File: src/rtl/relu_layer_sequencer_pkg.sv
// Shared types and sizing for the ReLU layer sequencer.
package relu_layer_sequencer_pkg;

  localparam int unsigned N       = 32;
  localparam int unsigned Q       = 15;
  localparam int unsigned MAX_LEN = 64;
  localparam int unsigned AW      = $clog2(MAX_LEN);

  typedef enum logic [1:0] {
    StIdle,
    StRun,
    StDrain,
    StDone
  } seq_state_e;

  typedef struct packed {
    logic [N-1:0]  data;
    logic [AW-1:0] index;
    logic          last;
  } fifo_entry_t;

endpackage

File: src/rtl/relu_layer_sequencer_if.sv
// Downstream activation stream: valid/ready with per-beat index and last flag.
interface relu_layer_sequencer_if;
  import relu_layer_sequencer_pkg::*;

  logic          out_valid;
  logic          out_ready;
  logic [N-1:0]  out_data;
  logic [AW-1:0] out_index;
  logic          out_last;

  modport master (
    output out_valid,
    output out_data,
    output out_index,
    output out_last,
    input  out_ready
  );

  modport slave (
    input  out_valid,
    input  out_data,
    input  out_index,
    input  out_last,
    output out_ready
  );

endinterface

File: src/rtl/relu.sv
// Leaky-style activation: negative inputs are shifted down by 3 with the sign cleared.
module relu #(
  parameter int unsigned Width = 32
) (
  input  logic [Width-1:0] x,
  input  logic             en,
  output logic [Width-1:0] y
);

  always_comb begin
    y = x;
    if (en && x[Width-1]) begin
      y = {1'b0, x[Width-2:0] >> 3};
    end
  end

endmodule

File: src/rtl/relu_out_fifo.sv
// Two-entry synchronous FIFO with occupancy count; push and pop may coincide when full.
module relu_out_fifo
  import relu_layer_sequencer_pkg::*;
(
  input  logic        clk,
  input  logic        reset,
  input  logic        push,
  input  fifo_entry_t push_entry,
  input  logic        pop,
  output fifo_entry_t head,
  output logic [1:0]  count
);

  fifo_entry_t mem_q [2];
  logic        wr_ptr_q;
  logic        rd_ptr_q;
  logic [1:0]  count_q;

  always_ff @(posedge clk) begin
    if (reset) begin
      mem_q[0] <= '0;
      mem_q[1] <= '0;
      wr_ptr_q <= 1'b0;
      rd_ptr_q <= 1'b0;
      count_q  <= 2'd0;
    end else begin
      if (push) begin
        mem_q[wr_ptr_q] <= push_entry;
        wr_ptr_q        <= ~wr_ptr_q;
      end
      if (pop) begin
        rd_ptr_q <= ~rd_ptr_q;
      end
      count_q <= count_q + {1'b0, push} - {1'b0, pop};
    end
  end

  assign head  = mem_q[rd_ptr_q];
  assign count = count_q;

endmodule

File: src/rtl/relu_layer_sequencer.sv
// Reads one layer's pre-activations from SRAM, applies ReLU and streams them out.
// Credit-limited issue keeps at most two values between the SRAM and the consumer.
module relu_layer_sequencer
  import relu_layer_sequencer_pkg::*;
(
  input  logic          clk,
  input  logic          reset,
  input  logic          start,
  input  logic [AW:0]   len,
  input  logic          act_en,
  output logic          busy,
  output logic          done,
  output logic          rd_en,
  output logic [AW-1:0] rd_addr,
  input  logic [N-1:0]  rd_data,
  relu_layer_sequencer_if.master out
);

  localparam logic [AW:0] LenOne = 1;

  seq_state_e    state_q, state_d;
  logic [AW:0]   len_q;
  logic [AW:0]   len_m1;
  logic [AW:0]   rd_cnt_q;
  logic          act_en_q;
  logic          inflight_q;
  logic [AW-1:0] ret_index_q;

  logic [1:0]    fifo_count;
  logic [1:0]    occ_after_pop;
  logic [2:0]    credit_used;
  logic          pop;
  logic          push;
  logic [N-1:0]  act_data;
  fifo_entry_t   push_entry;
  fifo_entry_t   head;

  assign len_m1        = len_q - LenOne;
  assign out.out_valid = (fifo_count != 2'd0);
  assign pop           = out.out_valid & out.out_ready;

  // Credits: entries left after this cycle's pop plus the read returning now.
  assign occ_after_pop = fifo_count - {1'b0, pop};
  assign credit_used   = {1'b0, occ_after_pop} + {2'b00, inflight_q};
  assign rd_en         = (state_q == StRun) && (credit_used < 3'd2) && (rd_cnt_q < len_q);
  assign rd_addr       = rd_cnt_q[AW-1:0];

  relu #(
    .Width(N)
  ) u_relu (
    .x (rd_data),
    .en(act_en_q),
    .y (act_data)
  );

  assign push       = inflight_q;
  assign push_entry = '{data: act_data, index: ret_index_q,
                        last: ({1'b0, ret_index_q} == len_m1)};

  relu_out_fifo u_fifo (
    .clk       (clk),
    .reset     (reset),
    .push      (push),
    .push_entry(push_entry),
    .pop       (pop),
    .head      (head),
    .count     (fifo_count)
  );

  assign out.out_data  = head.data;
  assign out.out_index = head.index;
  assign out.out_last  = head.last;

  always_comb begin
    state_d = state_q;
    busy    = 1'b0;
    done    = 1'b0;
    unique case (state_q)
      StIdle: begin
        if (start) begin
          state_d = (len == '0) ? StDone : StRun;
        end
      end
      StRun: begin
        busy = 1'b1;
        if (rd_en && (rd_cnt_q == len_m1)) begin
          state_d = StDrain;
        end
      end
      StDrain: begin
        busy = 1'b1;
        if (pop && head.last) begin
          state_d = StDone;
        end
      end
      StDone: begin
        done    = 1'b1;
        state_d = StIdle;
      end
      default: state_d = StIdle;
    endcase
  end

  always_ff @(posedge clk) begin
    if (reset) begin
      state_q     <= StIdle;
      len_q       <= '0;
      rd_cnt_q    <= '0;
      act_en_q    <= 1'b0;
      inflight_q  <= 1'b0;
      ret_index_q <= '0;
    end else begin
      state_q    <= state_d;
      inflight_q <= rd_en;
      if ((state_q == StIdle) && start) begin
        len_q    <= len;
        act_en_q <= act_en;
        rd_cnt_q <= '0;
      end
      if (rd_en) begin
        rd_cnt_q    <= rd_cnt_q + LenOne;
        ret_index_q <= rd_addr;
      end
    end
  end

endmodule

File: src/flat_wrapper.sv
// flat-port wrapper written by rule: the top's interface ports become plain ports
module relu_layer_sequencer_flat import relu_layer_sequencer_pkg::*;
  (clk, reset, start, len, act_en, busy, done, rd_en, rd_addr, rd_data, out_out_valid, out_out_data, out_out_index, out_out_last, out_out_ready);
  relu_layer_sequencer_if out_i ();
  input  logic clk;
  input  logic reset;
  input  logic start;
  input  logic [AW:0] len;
  input  logic act_en;
  output logic busy;
  output logic done;
  output logic rd_en;
  output logic [AW-1:0] rd_addr;
  input  logic [N-1:0] rd_data;
  output wire logic [$bits(out_i.out_valid)-1:0] out_out_valid;
  output wire logic [$bits(out_i.out_data)-1:0] out_out_data;
  output wire logic [$bits(out_i.out_index)-1:0] out_out_index;
  output wire logic [$bits(out_i.out_last)-1:0] out_out_last;
  input wire logic [$bits(out_i.out_ready)-1:0] out_out_ready;
  assign out_out_valid = out_i.out_valid;
  assign out_out_data = out_i.out_data;
  assign out_out_index = out_i.out_index;
  assign out_out_last = out_i.out_last;
  assign out_i.out_ready = out_out_ready;
  relu_layer_sequencer u_core (.clk(clk), .reset(reset), .start(start), .len(len), .act_en(act_en), .busy(busy), .done(done), .rd_en(rd_en), .rd_addr(rd_addr), .rd_data(rd_data), .out(out_i));
endmodule
File: config.mk
export PLATFORM = sky130hd
export DESIGN_NAME = relu_layer_sequencer_flat
export DESIGN_NICKNAME = d
export VERILOG_FILES = /design/src/rtl/relu_layer_sequencer_pkg.sv /design/src/rtl/relu_layer_sequencer_if.sv /design/src/rtl/relu.sv /design/src/rtl/relu_out_fifo.sv /design/src/rtl/relu_layer_sequencer.sv /design/src/flat_wrapper.sv
export SDC_FILE = /design/constraint.sdc
export NUM_CORES = 1
export LEC_CHECK = 0
export ABC_AREA = 1
export CORE_UTILIZATION = 53
export CTS_CLUSTER_SIZE = 10
export DETAILED_ROUTE_END_ITERATION = 6
export PLACE_DENSITY_LB_ADDON = 0.1
export SLEW_MARGIN = 15
export SYNTH_ARGS = -nofsm -noshare
export SYNTH_HDL_FRONTEND = slang
export SYNTH_SLANG_ARGS = --single-unit
export TNS_END_PERCENT = 50
File: constraint.sdc
create_clock -name clk -period 3.15 [get_ports clk]
set_input_delay 0.63 -clock clk [delete_from_list [all_inputs] [get_ports clk]]
set_output_delay 0.63 -clock clk [all_outputs]
set_load 0.05 [all_outputs]
### Word level (Yosys, flattened, before mapping)

Memory sizes are Yosys's and may differ from the RTL's. A register that Yosys moved wholly into a read port is not among the register bits.
Index checks and enable logic that the tools add are counted.

* $add $sub $neg: 6
* magnitude comparators: 2
* equal/unequal tests: 8
* muxes and demuxes: 20
* bitwise gates (word level): 3
* reductions and logical operators: 13

Operator list (number)
* $mux 39: 1
* $reduce_or 39->1: 1
* $mux 32: 1
* $mux 7: 2
* $mux 1: 11
* $mux 2: 4
* $pmux 2 s4: 1
* $add 7x1->7 const B: 1
* $eq 6x7->1: 1
* $eq 7x7->1: 1
* $logic_not 7->1: 1
* $lt 7x7->1: 1
* $sub 7x1->7 const B: 1
* $logic_and 1x1->1: 6
* $eq 2x2->1 const B: 2
* $ne 2x2->1 const B: 2
* $reduce_bool 2->1: 2
* $sub 2x1->2: 2
* $add 2x1->3: 1
* $lt 3x2->1 const B: 1
* $reduce_and 3->1: 1
* $add 2x1->2: 1
* $eq 2x1->1 const B: 1
* $logic_not 2->1: 1
* other kinds (4): 5

* bits in registers: 28
* memory bits (writable): 78
* input bits: 44
* output and inout port bits: 49
* word-level logic and storage cells: 62
* memories kept: 1

Memories
* u_core.u_fifo.mem_q: words 2, bits a word 39, rd ports 1, clocked after Yosys merged registers in 1, write ports 2, line relu_out_fifo.sv:14 `fifo_entry_t mem_q [2];`

### Logic depth before layout (Yosys ltp)

Gate-level depths: netlist of the first run.

* depth after elaboration: 10
* depth in mapped cells: 16
* mapped depth without buffers: 16

### Cells and area by module

Synthesis of the first run repeated with hierarchy kept, for this count alone.

* cells, all modules: 611
* area, all modules: 5621.6 sq um

By module, submodules not included
* relu_out_fifo: times used 1, cells an instance 277, area each 3574.7 sq um, seq. area each 2442.3 sq um
* relu_layer_sequencer: times used 1, cells an instance 231, area each 1596.5 sq um, seq. area each 480.5 sq um
* relu: times used 1, cells an instance 103, area each 450.4 sq um, seq. area each 0.0 sq um

### Least setup slack after synthesis of the first run

OpenSTA, ideal clock, no wires.

* path type: register -> output
* from: register u_core.u_fifo.count_q[1] (netlist: u_core.u_fifo.count[1])
* to: output port rd_en
* arrival: 2.003 ns
* required time: 2.520 ns
* slack: 0.517 ns
* cell stages (with the launch flop): 12
* path buffers: 0
* cells stage by stage: dfxtp_1 inv_2 nand2_1 nand2_1 inv_1 ha_1 inv_1 nand2_1 nand2_1 nor3b_2 nand3_2 inv_1

* longest elaborated chain between the ends: 7

Ends and longest elaborated chain
* start: declaration: line relu_out_fifo.sv:17 `logic [1:0] count_q;`
* start signal: assignment: line relu_out_fifo.sv:34 `count_q <= count_q + {1'b0, push} - {1'b0, pop};`
* $reduce_bool 2->1: line relu_layer_sequencer.sv:39 `assign out.out_valid = (fifo_count != 2'd0);`
* net out_out_valid: line flat_wrapper.sv:15 `output wire logic [$bits(out_i.out_valid)-1:0] out_out_valid;`
* $and 1x1->1: line relu_layer_sequencer.sv:40 `assign pop = out.out_valid & out.out_ready;`
* net u_core.pop: line relu_layer_sequencer.sv:32 `logic pop;`
* $sub 2x1->2: line relu_layer_sequencer.sv:43 `assign occ_after_pop = fifo_count - {1'b0, pop};`
* $add 2x1->3: line relu_layer_sequencer.sv:44 `assign credit_used = {1'b0, occ_after_pop} + {2'b00, inflight_q};`
* $lt 3x2->1: line relu_layer_sequencer.sv:45 `assign rd_en = (state_q == StRun) && (credit_used < 3'd2) && (rd_cnt_q < len_q);`
* $logic_and 1x1->1 (2 in a row): line relu_layer_sequencer.sv:45
* end: declaration: line flat_wrapper.sv:12 `output logic rd_en;`

The timed path passes the listed nets, and every way through them passes these cells.

==> summary.txt, run 1 <==
Outcome
  • Status: completed

Placed design
  • IO Port Bufs: 92
  • Routability cong.: 0.8795
  • Hpwl dp: 7778 um
  • Placed instance area: 0.006322 mm2

Routing
  • Remaining DRCs: 0
  • DRT Pass-1 Iters: 4
  • Met3 WL post-DR: 427 um
  • Vias: 3870
  • First DRT Iteration DRCs: 177
  • Vias per cell: 5.287
  • Total wire length: 11090 um
  • Highest Signal Layer: met4
  • Avg WL per Cell: 15.15 um
  • Met2 wire len: 6058 um
  • Number of routed nets with antenna violations: 0
  • Met1 WL: 4565 um

Power
  • Worst VDD drop: 632.7 uV
  • Combinational group share of total power: 44.8%
  • Lkg Pwr: 2.624 nW
  • Pwr per Cell Area: 714.6 mW/mm2
  • Sequential fraction of design power: 39.3%
  • Sw frac: 40.46%
  • P_int: 2.762 mW
  • Clock power frac: 15.9%
  • Psw: 1.877 mW

STA
  • Final-report hold violation count: 0
  • Slew margin rel.: 63.69%
  • WHS: 0.4660 ns
  • Tcrit/Tclk final: 92.42%
  • RSZ-0062 raised after global routing: no
  • Minimum clock period: 2.911 ns
  • Setup violators final: 0
  • Max Fclk: 0.3435 GHz
  • Worst Max-Slew Pin Slew: 0.5430 ns
  • Max-slew violations: 0
  • Aggregate negative setup slack: 0 ns
  • Skew final: 0.009893 ns

Synthesis
  • Syn Inst Count: 510
  • Synthesized area: 0.005236 mm2
  • Syn nets: 571
  • Synthesized area per cell: 10.27 um2
  • Yosys reg bits: 107
  • Synth warn: 0
  • Sequential-to-total area share from yosys stat: 55.82%
  • Yosys cell types: 33

Critical path
  • CP startpoint kind: flop
  • CP Data Arrival Time: 2.28 ns
  • CP Capture Type: primary output
  • Crit-path max FO: 15
  • Kind of critical path: flop to primary output
  • Worst EP required: 2.52 ns

GRT
  • Grt total ovfl: 0
  • Total global-route track usage: 22.58%
  • First-pass GRT wire length: 17710 um
  • Vias in the first global route: 3858
  • Initial antenna violation count: 0
  • Pin count of the biggest net entering global routing: 41

CTS
  • Worst-path clk slew: 0.09 ns
  • Cts hold-fix bufs: 0
  • Clock Path Buffers: 2
  • Clk_lat worst skew: 0.35 ns
  • Clk sinks: 107
  • Root buf cell: clkbuf_8
  • TritonCTS Buffers: 9
  • H-tree Lvls: 3
  • Setup bufs post-CTS: 0
  • Post-CTS sizing: 0
  • CTS tree: done

Layout
  • # diodes: 0
  • Storage element area: 0.002924 mm2
  • Commonest cells after routing, fill and taps aside: nor2_1 (91), clkdlybuf4s50_1 (91), edfxtp_1 (78), nand2_1 (54), mux2_2 (39)
  • Final Cell Area: 0.006491 mm2
  • Nets: 659
  • Synth-to-layout area growth: 23.97%
  • Layout cells sized above 1: 12.27%
  • Fillers: 736
  • Area of the multi-input gates: 0.002036 mm2

Floorplanning
  • Row count: 35
  • Total core area: 0.009415 mm2
  • Die H: 101.4 um
  • I/O Pins: 93
  • Starting density of the core: 55.61%
  • Die Span X: 101.4 um
  • Die ar.: 0.01028 mm2

Hold path
  • HP Class: flop to flop

Job
  • Max cap viols: 0
[cell usage after synthesis]
master     n  area [um2]
nor2_1    91       341.6
edfxtp_1  78        2342
nand2_1   56       210.2
mux2_2    39       439.2
inv_1     38       142.6
dfxtp_1   29       580.6
o21ai_0   29       145.1
a21oi_1   27       135.1
nand3_1   21       105.1
mux2i_1   19       190.2
ha_1      17       212.7
clkbuf_1   9       33.78
nor3_1     9       45.04
buf_2      7       35.03
buf_4      6       45.04
xor2_1     4       35.03
buf_1      3       11.26
nand2_2    3       18.77
nand4_1    3       18.77
a22oi_1    2       15.01
and3_1     2       12.51
clkinv_1   2       7.510
inv_2      2       7.510
nor4_1     2       12.51
o21a_1     2       15.01
o22ai_1    2       12.51
xnor2_1    2       17.52
a211oi_1   1       7.510
nand3_2    1       10.01
nor2_2     1       6.260
nor3b_2    1       12.51
o211ai_1   1       7.510
o21ai_1    1       5.000
[metrics by stage]
| step | total power, mW | instances | utilization, % | worst slack [ns] |
|---|---|---|---|---|
| 6_report | 4.639 | 732 | 68.94 | 0.2388 |
| 5_1_grt | 4.895 | 732 | 68.94 | 0.1297 |
| 3_3_place_gp | 3.898 | 716 | 67.15 | 0.3147 |
| 3_5_place_dp | 3.939 | 716 | 67.15 | 0.2812 |
| 4_1_cts | 4.665 | 732 | 68.94 | 0.2102 |
| 2_1_floorplan | 3.314 | 510 | - | 0.5167 |
[per-layer routing]
metal / up-vias / track usage [%]
met5: - / 0
met4: 0 / 4.571
met3: 2 / 4.348
met2: 82 / 44.01
met1: 1856 / 25.43
li1: 1930 / -
[kinds of logic (layout without fill, tap and decap cells)]
kind of cell | Yosys count | after routing | share of synthesized area (%)
AO/OA/AOI/OAI | 65 | 65 | 6.547
XOR/XNOR | 6 | 6 | 1.004
adder cells (fa/ha/maj) | 17 | 17 | 4.062
buffers and inverters | 67 | 160 | 5.400
flip-flops | 107 | 107 | 55.82
multiplexers | 58 | 58 | 12.02
AND/OR/NAND/NOR | 190 | 190 | 15.15
[registers in the layout (all words and copies together), names as in the netlist, named ones only]
register	cells
u_core.u_fifo.mem_q	78
u_core.inflight_q	1
u_core.u_fifo.wr_ptr_q	1
u_core.len_q	7
u_core.act_en_q	1
u_core.u_fifo.rd_ptr_q	1
u_core.u_fifo.count	2
u_core.ret_index_q	6
u_core.state_q	2
u_core.rd_cnt_q	7
[power by group through the flow]
stage          logic [mW]  registers, mW  clock network (mW)
6_report             2.08           1.82               0.738
2_1_floorplan        1.51           1.81                   0
3_5_place_dp         2.08           1.86                   0
5_1_grt              2.25           1.84               0.805
4_1_cts              2.09           1.82               0.749
3_3_place_gp         2.05           1.85                   0
[worst max-delay path, cell delays in order (launching register included)]
cell and delay [ns]:
dfxtp_2 0.61, buf_4 0.26, mux2_2 0.35, clkdlybuf4s50_1 0.70
[cell type report]
class,count,area share [%]
sequential,107,45.05
clock buffer,9,1.908
timing repair buffer,102,16.08
tap,129,2.487
clock inverter,7,0.6939
multi-input combinational,336,31.36
inverter,42,2.429
[final timing paths]
check	start	to	slack, ns	depth (start not counted)
worst max-delay path	flop	out_out_data[27]	0.24	3
worst min-delay path	u_core.u_fifo.rd_ptr_q	u_core.u_fifo.rd_ptr_q	0.47	1
worst min register to register	u_core.u_fifo.rd_ptr_q	u_core.u_fifo.rd_ptr_q	0.47	1
worst max register to register	u_core.u_fifo.count[1]	u_core.state_q[0]	1.06	17
Note: power is estimated with default switching activity, not from simulation.
==> inputs of run 2 (changes only) <==
ABC_AREA = unset   (was 1)
==> run 2 against run 1 <==
Non-clock buffer count increased by 2. Utilization down 0.95 points. Sequential power shrank 3%. Critical endpoint is now rd_en. Highest routed layer unchanged.
==> summary.txt, run 2 <==
Placed design
  • Hpwl dp: 7925 um
  • Routability cong.: 0.8950
  • IO Port Bufs: 92
  • Cells after DPL: 688
  • Placed instance area: 0.006481 mm2

Routing
  • Vias: 3801
  • Vias per cell: 5.399
  • DRT Pass-1 Iters: 4
  • Avg WL per Cell: 15.99 um
  • Remaining DRCs: 0
  • First DRT Iteration DRCs: 141
  • Number of routed nets with antenna violations: 0
  • Total wire length: 11260 um

Critical path
  • Crit-path max FO: 4
  • Kind of critical path: input port to primary output
  • CP Data Arrival Time: 2.29 ns
  • Worst EP required: 2.52 ns
  • CP startpoint kind: input port
  • CP dominant cell by count: nand2_1
  • CP Capture Type: primary output
  • CP Cell Sequence: clkdlybuf4s50_1 -> nand2_1 -> inv_1 -> ha_1 -> o2111ai_2 -> nor3_1 -> buf_4 -> nand2_1 -> clkinv_1 -> buf_12
  • CP max stage cell: clkdlybuf4s50_1
  • Critical path's largest stage delay: 0.42 ns

Synthesis
  • Post-synthesis mux area share: 13.79%
  • Synthesized area: 0.005400 mm2
  • Simple logic cell fraction of the synthesized area: 15.76%
  • Synthesized area per cell: 11.25 um2
  • Count leader, synth: edfxtp_1
  • Synth Area in Compound Gates: 4.727%
  • Sequential-to-total area share from yosys stat: 54.12%
  • Top cells by area, synth: edfxtp_1 (43%), dfxtp_1 (11%), mux2_2 (8.1%)
  • Top cell type's share of synthesized area: 43.37%
  • Predominant post-synthesis flop cell: edfxtp_1
  • Async set or reset register ratio after synthesis: 0%
  • Yosys reg bits: 107
  • Synth warn: 0
  • Area leader, netlist: edfxtp_1
  • Largest family of logic cells by synthesized area: simple AND/OR/NAND/NOR gates
  • Post-Synth Adder-Cell Area: 3.939%
  • Top cells by count, synth: edfxtp_1 (78), nor2_1 (70), mux2_2 (39), nand2_1 (36)
  • Yosys cell types: 50
  • Syn Inst Count: 480
  • Syn nets: 541
  • Synth Area in XOR/XNOR: 3.730%
  • Number of flops mapped to enable cells by yosys: 78

Power
  • Lkg Pwr: 2.652 nW
  • Pwr per Cell Area: 680.6 mW/mm2
  • Worst VDD drop: 367.6 uV

CTS
  • Clk_lat worst skew: 0.36 ns
  • Clock Path Buffers: 2
  • Clk sinks: 107
  • Post-CTS sizing: 0
  • Cts hold-fix bufs: 0
  • Worst-path clk slew: 0.10 ns
  • CTS tree: done
  • TritonCTS Buffers: 9
  • H-tree Lvls: 3
  • Setup bufs post-CTS: 0
  • Root buf cell: clkbuf_8

Floorplanning
  • Die H: 102.9 um
  • Row count: 36
  • Die ar.: 0.01060 mm2
  • Starting density of the core: 54.99%
  • Die Span X: 102.9 um
  • Total core area: 0.009819 mm2
  • I/O Pins: 93

STA
  • Final-report hold violation count: 0
  • Worst Max-Slew Pin Slew: 0.8214 ns
  • Setup violators final: 0
  • WHS: 0.5168 ns
  • Skew final: 0.01571 ns
  • Minimum clock period: 2.917 ns
  • Max-slew violations: 0
  • RSZ-0062 raised after global routing: no
  • Slew margin rel.: 45.12%
  • Tcrit/Tclk final: 92.60%
  • Max Fclk: 0.3428 GHz
  • Aggregate negative setup slack: 0 ns

Layout
  • Largest register by flop count: u_core.u_fifo.mem_q
  • Final Cell Area: 0.006676 mm2
  • Max reg flops: 78
  • # diodes: 0
  • Synth-to-layout area growth: 23.63%
  • Largest registers: u_core.u_fifo.mem_q: 78 flops, u_core.len_q: 7 flops, u_core.rd_cnt_q: 7 flops
  • Layout cells sized above 1: 14.36%
  • Nets: 627
  • Non-Filler Instances: 704
  • Most common cell after layout, fill and taps aside: clkdlybuf4s50_1
  • Commonest cells after routing, fill and taps aside: clkdlybuf4s50_1 (91), edfxtp_1 (78), nor2_1 (70), mux2_2 (39), nand2_1 (35)

Outcome
  • Status: completed

GRT
  • Pin count of the biggest net entering global routing: 40
  • Initial antenna violation count: 0
  • Total global-route track usage: 22.06%
  • Vias in the first global route: 3777
  • Grt total ovfl: 0
  • First-pass GRT wire length: 17730 um

Job
  • Max cap viols: 0

Hold path
  • HP Class: flop to flop
==> run 2: changes by cell type after synthesis, moves of 14 or more <==
cell / delta
o21ai_0: -24
nor2_1: -21
nand2_1: -20
nand3_1: -14
inv_1: -23
==> run 2: final timing paths <==
kind / from / end / slack, ns / depth (start not counted)
setup / recovery: out_out_ready / rd_en / 0.23 / 10
hold reg to reg: u_core.len_q[1] / u_core.len_q[1] / 0.52 / 2
setup reg to reg: u_core.u_fifo.count[1] / u_core.state_q[1] / 0.68 / 9
hold / removal: u_core.len_q[1] / u_core.len_q[1] / 0.52 / 2
==> run 2: kinds of logic (layout without fill, tap and decap cells) <==
group / after synthesis / in the layout
AOI/OAI and AO/OA: 42 / 42
xor gates and xnor gates: 23 / 23
DFF: 107 / 107
adders and majority gates: 17 / 17
buffers and inverters: 46 / 137
muxes: 69 / 69
and+or+nand+nor: 176 / 176
==> run 2: routing by layer <==
metal / wire (um) / up-vias / GRT usage (%)
met5: 0 / - / 0
met4: 206 / 0 / 8.342
met3: 460 / 17 / 3.390
met2: 5994 / 81 / 41.79
met1: 4594 / 1850 / 24.82
li1: - / 1853 / -
==> run 2: layout make-up <==
class | instances | area [um2]
clock buffers | 11 | 152.6
repair buffers | 104 | 1046
clock inverters | 5 | 42.54
well taps | 133 | 166.4
multi-input cells | 327 | 2281
flip-flops and latches | 107 | 2924
inverters | 17 | 63.81
fillers | 814 | 3143
==> run 2: through the flow <==
step | setup slack, ns | power, mW | utilization, %
6_report | 0.2330 | 4.544 | 67.99
5_1_grt | 0.1084 | 4.752 | 67.99
4_1_cts | 0.2211 | 4.571 | 67.99
3_5_place_dp | 0.2417 | 3.751 | 66.00
3_3_place_gp | 0.2443 | 3.710 | 66.00
2_1_floorplan | 0.3686 | 3.159 | -
==> run 2: where the power goes <==
part	internal [mW]	switching, mW	leakage (nW)
registers	1.67	0.0910	1.04
clock network	0.347	0.489	0.101
logic	0.762	1.19	1.51
total	2.78	1.77	2.65
==> run 2: critical path, delay by kind of cell <==
family / cells / cell delay, ns
buf+inv: 5 / 0.92
fa+ha+maj: 1 / 0.29
compound gates: 1 / 0.18
simple gates: 3 / 0.26
==> inputs of run 3 (changes only) <==
CORE_MARGIN = 3   (was unset)
clock period = 3.1 ns   (was 3.15 ns; I/O delays follow)
==> run 3 against run 2 <==
Critical path depth did not move. Count of clock-buffer cells in the layout did not move. Combinational power barely moved. Critical path type unchanged. Die area rose by 7.9%. Flip-flop and latch count did not move. Highest routed layer unchanged. Clock power barely moved. Register-to-register slack improved by 0.06 ns.
==> summary.txt, run 3 (same netlist as run 2, synthesis figures left out) <==
Outcome
  • Status: completed

STA
  • WHS: 0.5010 ns
  • RSZ-0062 raised after global routing: no
  • Setup violators final: 0
  • Max Fclk: 0.3441 GHz
  • Worst Max-Slew Pin Slew: 0.9406 ns
  • Final worst slack: 0.1938 ns
  • Final-report hold violation count: 0
  • Minimum clock period: 2.906 ns
  • Aggregate negative setup slack: 0 ns
  • Tcrit/Tclk final: 93.75%
  • Slew margin rel.: 37.13%
  • Skew final: 0.008598 ns
  • Max-slew violations: 0

GRT
  • Pin count of the biggest net entering global routing: 31
  • Total global-route track usage: 20.60%
  • Grt total ovfl: 0
  • Vias in the first global route: 3949
  • First-pass GRT wire length: 18450 um
  • Initial antenna violation count: 0

Floorplanning
  • I/O Pins: 93
  • Total core area: 0.009819 mm2
  • Row count: 36
  • Starting density of the core: 54.99%
  • Die H: 106.9 um
  • Die Span X: 106.9 um
  • Die ar.: 0.01144 mm2

Power
  • Pwr per Cell Area: 691.3 mW/mm2
  • Lkg Pwr: 2.645 nW
  • Post-layout power: 4.611 mW
  • Worst VDD drop: 491.3 uV

Placed design
  • IO Port Bufs: 92
  • Hpwl dp: 8118 um
  • Routability cong.: 0.8309
  • Dpl ws: 0.1911 ns

CTS
  • CTS tree: done
  • Setup bufs post-CTS: 0
  • H-tree Lvls: 3
  • Clk_lat worst skew: 0.36 ns
  • Post-CTS sizing: 0
  • Clock Path Buffers: 2
  • TritonCTS Buffers: 9
  • Root buf cell: clkbuf_8
  • Cts hold-fix bufs: 0
  • Worst-path clk slew: 0.09 ns
  • Clk sinks: 107

Critical path
  • Crit-path max FO: 4
  • Top delay family on crit path: buffers and inverters
  • Kind of critical path: input port to primary output
  • CP max stage cell: clkdlybuf4s50_1
  • CP Cell Sequence: clkdlybuf4s50_1 -> nand2_1 -> inv_1 -> ha_1 -> o2111ai_2 -> nor3_1 -> buf_4 -> nand2_1 -> clkinv_1 -> buf_12
  • CP startpoint kind: input port
  • CP Capture Type: primary output
  • CP dominant cell by count: nand2_1
  • Critical path's largest stage delay: 0.43 ns
  • Bufs and invs on worst path: 5
  • CP Data Arrival Time: 2.29 ns
  • Worst EP required: 2.48 ns

Routing
  • Vias per cell: 5.458
  • DRT Pass-1 Iters: 4
  • Remaining DRCs: 0
  • Total wire length: 11450 um
  • Vias: 3837
  • Avg WL per Cell: 16.29 um
  • Number of routed nets with antenna violations: 0
  • First DRT Iteration DRCs: 111

Layout
  • Nets: 626
  • Commonest cells after routing, fill and taps aside: clkdlybuf4s50_1 (91), edfxtp_1 (78), nor2_1 (70), mux2_2 (39), nand2_1 (35)
  • Max reg flops: 78
  • Fillers: 790
  • Largest register by flop count: u_core.u_fifo.mem_q
  • Most common cell after layout, fill and taps aside: clkdlybuf4s50_1
  • Largest registers: u_core.u_fifo.mem_q: 78 flops, u_core.len_q: 7 flops, u_core.rd_cnt_q: 7 flops
  • Layout cells sized above 1: 13.86%
  • Synth-to-layout area growth: 23.52%
  • # diodes: 0

Job
  • Max cap viols: 0

Hold path
  • HP Class: flop to flop
## run 3: changes by cell type in the layout (fill, tap and decap cells not counted), sizes merged
cell	before	now
inv	18	17
buf	13	12
bufinv	0	1
## run 3: cell type report
cell class                 instances  area (um2)  share of cell area, %
clock inverter                     5       52.55                 0.7878
inverter                          17       63.81                 0.9567
tap                              133       166.4                  2.495
timing repair buffer             103        1051                  15.76
sequential                       107        2924                  43.84
clock buffer                      11       131.4                  1.970
multi-input combinational        327        2281                  34.20
## run 3: per-layer routing
layer / track usage, % / share of wire, %
met1: 23.62 / 41
met2: 38.53 / 53
met3: 3.432 / 4.8
met4: 7.215 / 1.6
met5: 0 / 0
## run 3: metrics by stage
step / cells / instance area [um2] / util, %
6_report: 703 / 6670 / 67.93
5_1_grt: 703 / 6670 / 67.93
4_1_cts: 703 / 6670 / 67.93
3_5_place_dp: 687 / 6486 / 66.05
3_3_place_gp: 687 / 6486 / 66.05
2_1_floorplan: 480 / 5400 / -
## run 3: where the power goes
group / total, mW / switching [mW] / internal (mW)
Sequential: 1.81 / 0.112 / 1.69
Clock: 0.835 / 0.462 / 0.373
Combinational: 1.97 / 1.19 / 0.782
Total: 4.61 / 1.76 / 2.85
## run 3: path summary, 6_finish.rpt
path / start / endpoint / slack, ns / depth (start not counted)
setup reg to reg: u_core.u_fifo.count[0] / u_core.rd_cnt_q[6] / 0.74 / 11
hold / removal: u_core.ret_index_q[2] / u_core.ret_index_q[2] / 0.50 / 2
setup / recovery: out_out_ready / rd_en / 0.19 / 10
hold reg to reg: u_core.ret_index_q[2] / u_core.ret_index_q[2] / 0.50 / 2
## run 3: worst reg2reg max path: stages (launching register included)
cell	delay, ns
dfxtp_1	0.34
or2_2	0.32
nand2_1	0.11
inv_1	0.07
ha_1	0.29
o2111ai_2	0.11
nor3_1	0.20
buf_4	0.16
nand2_1	0.07
buf_4	0.17
or3_1	0.35
a21oi_1	0.14
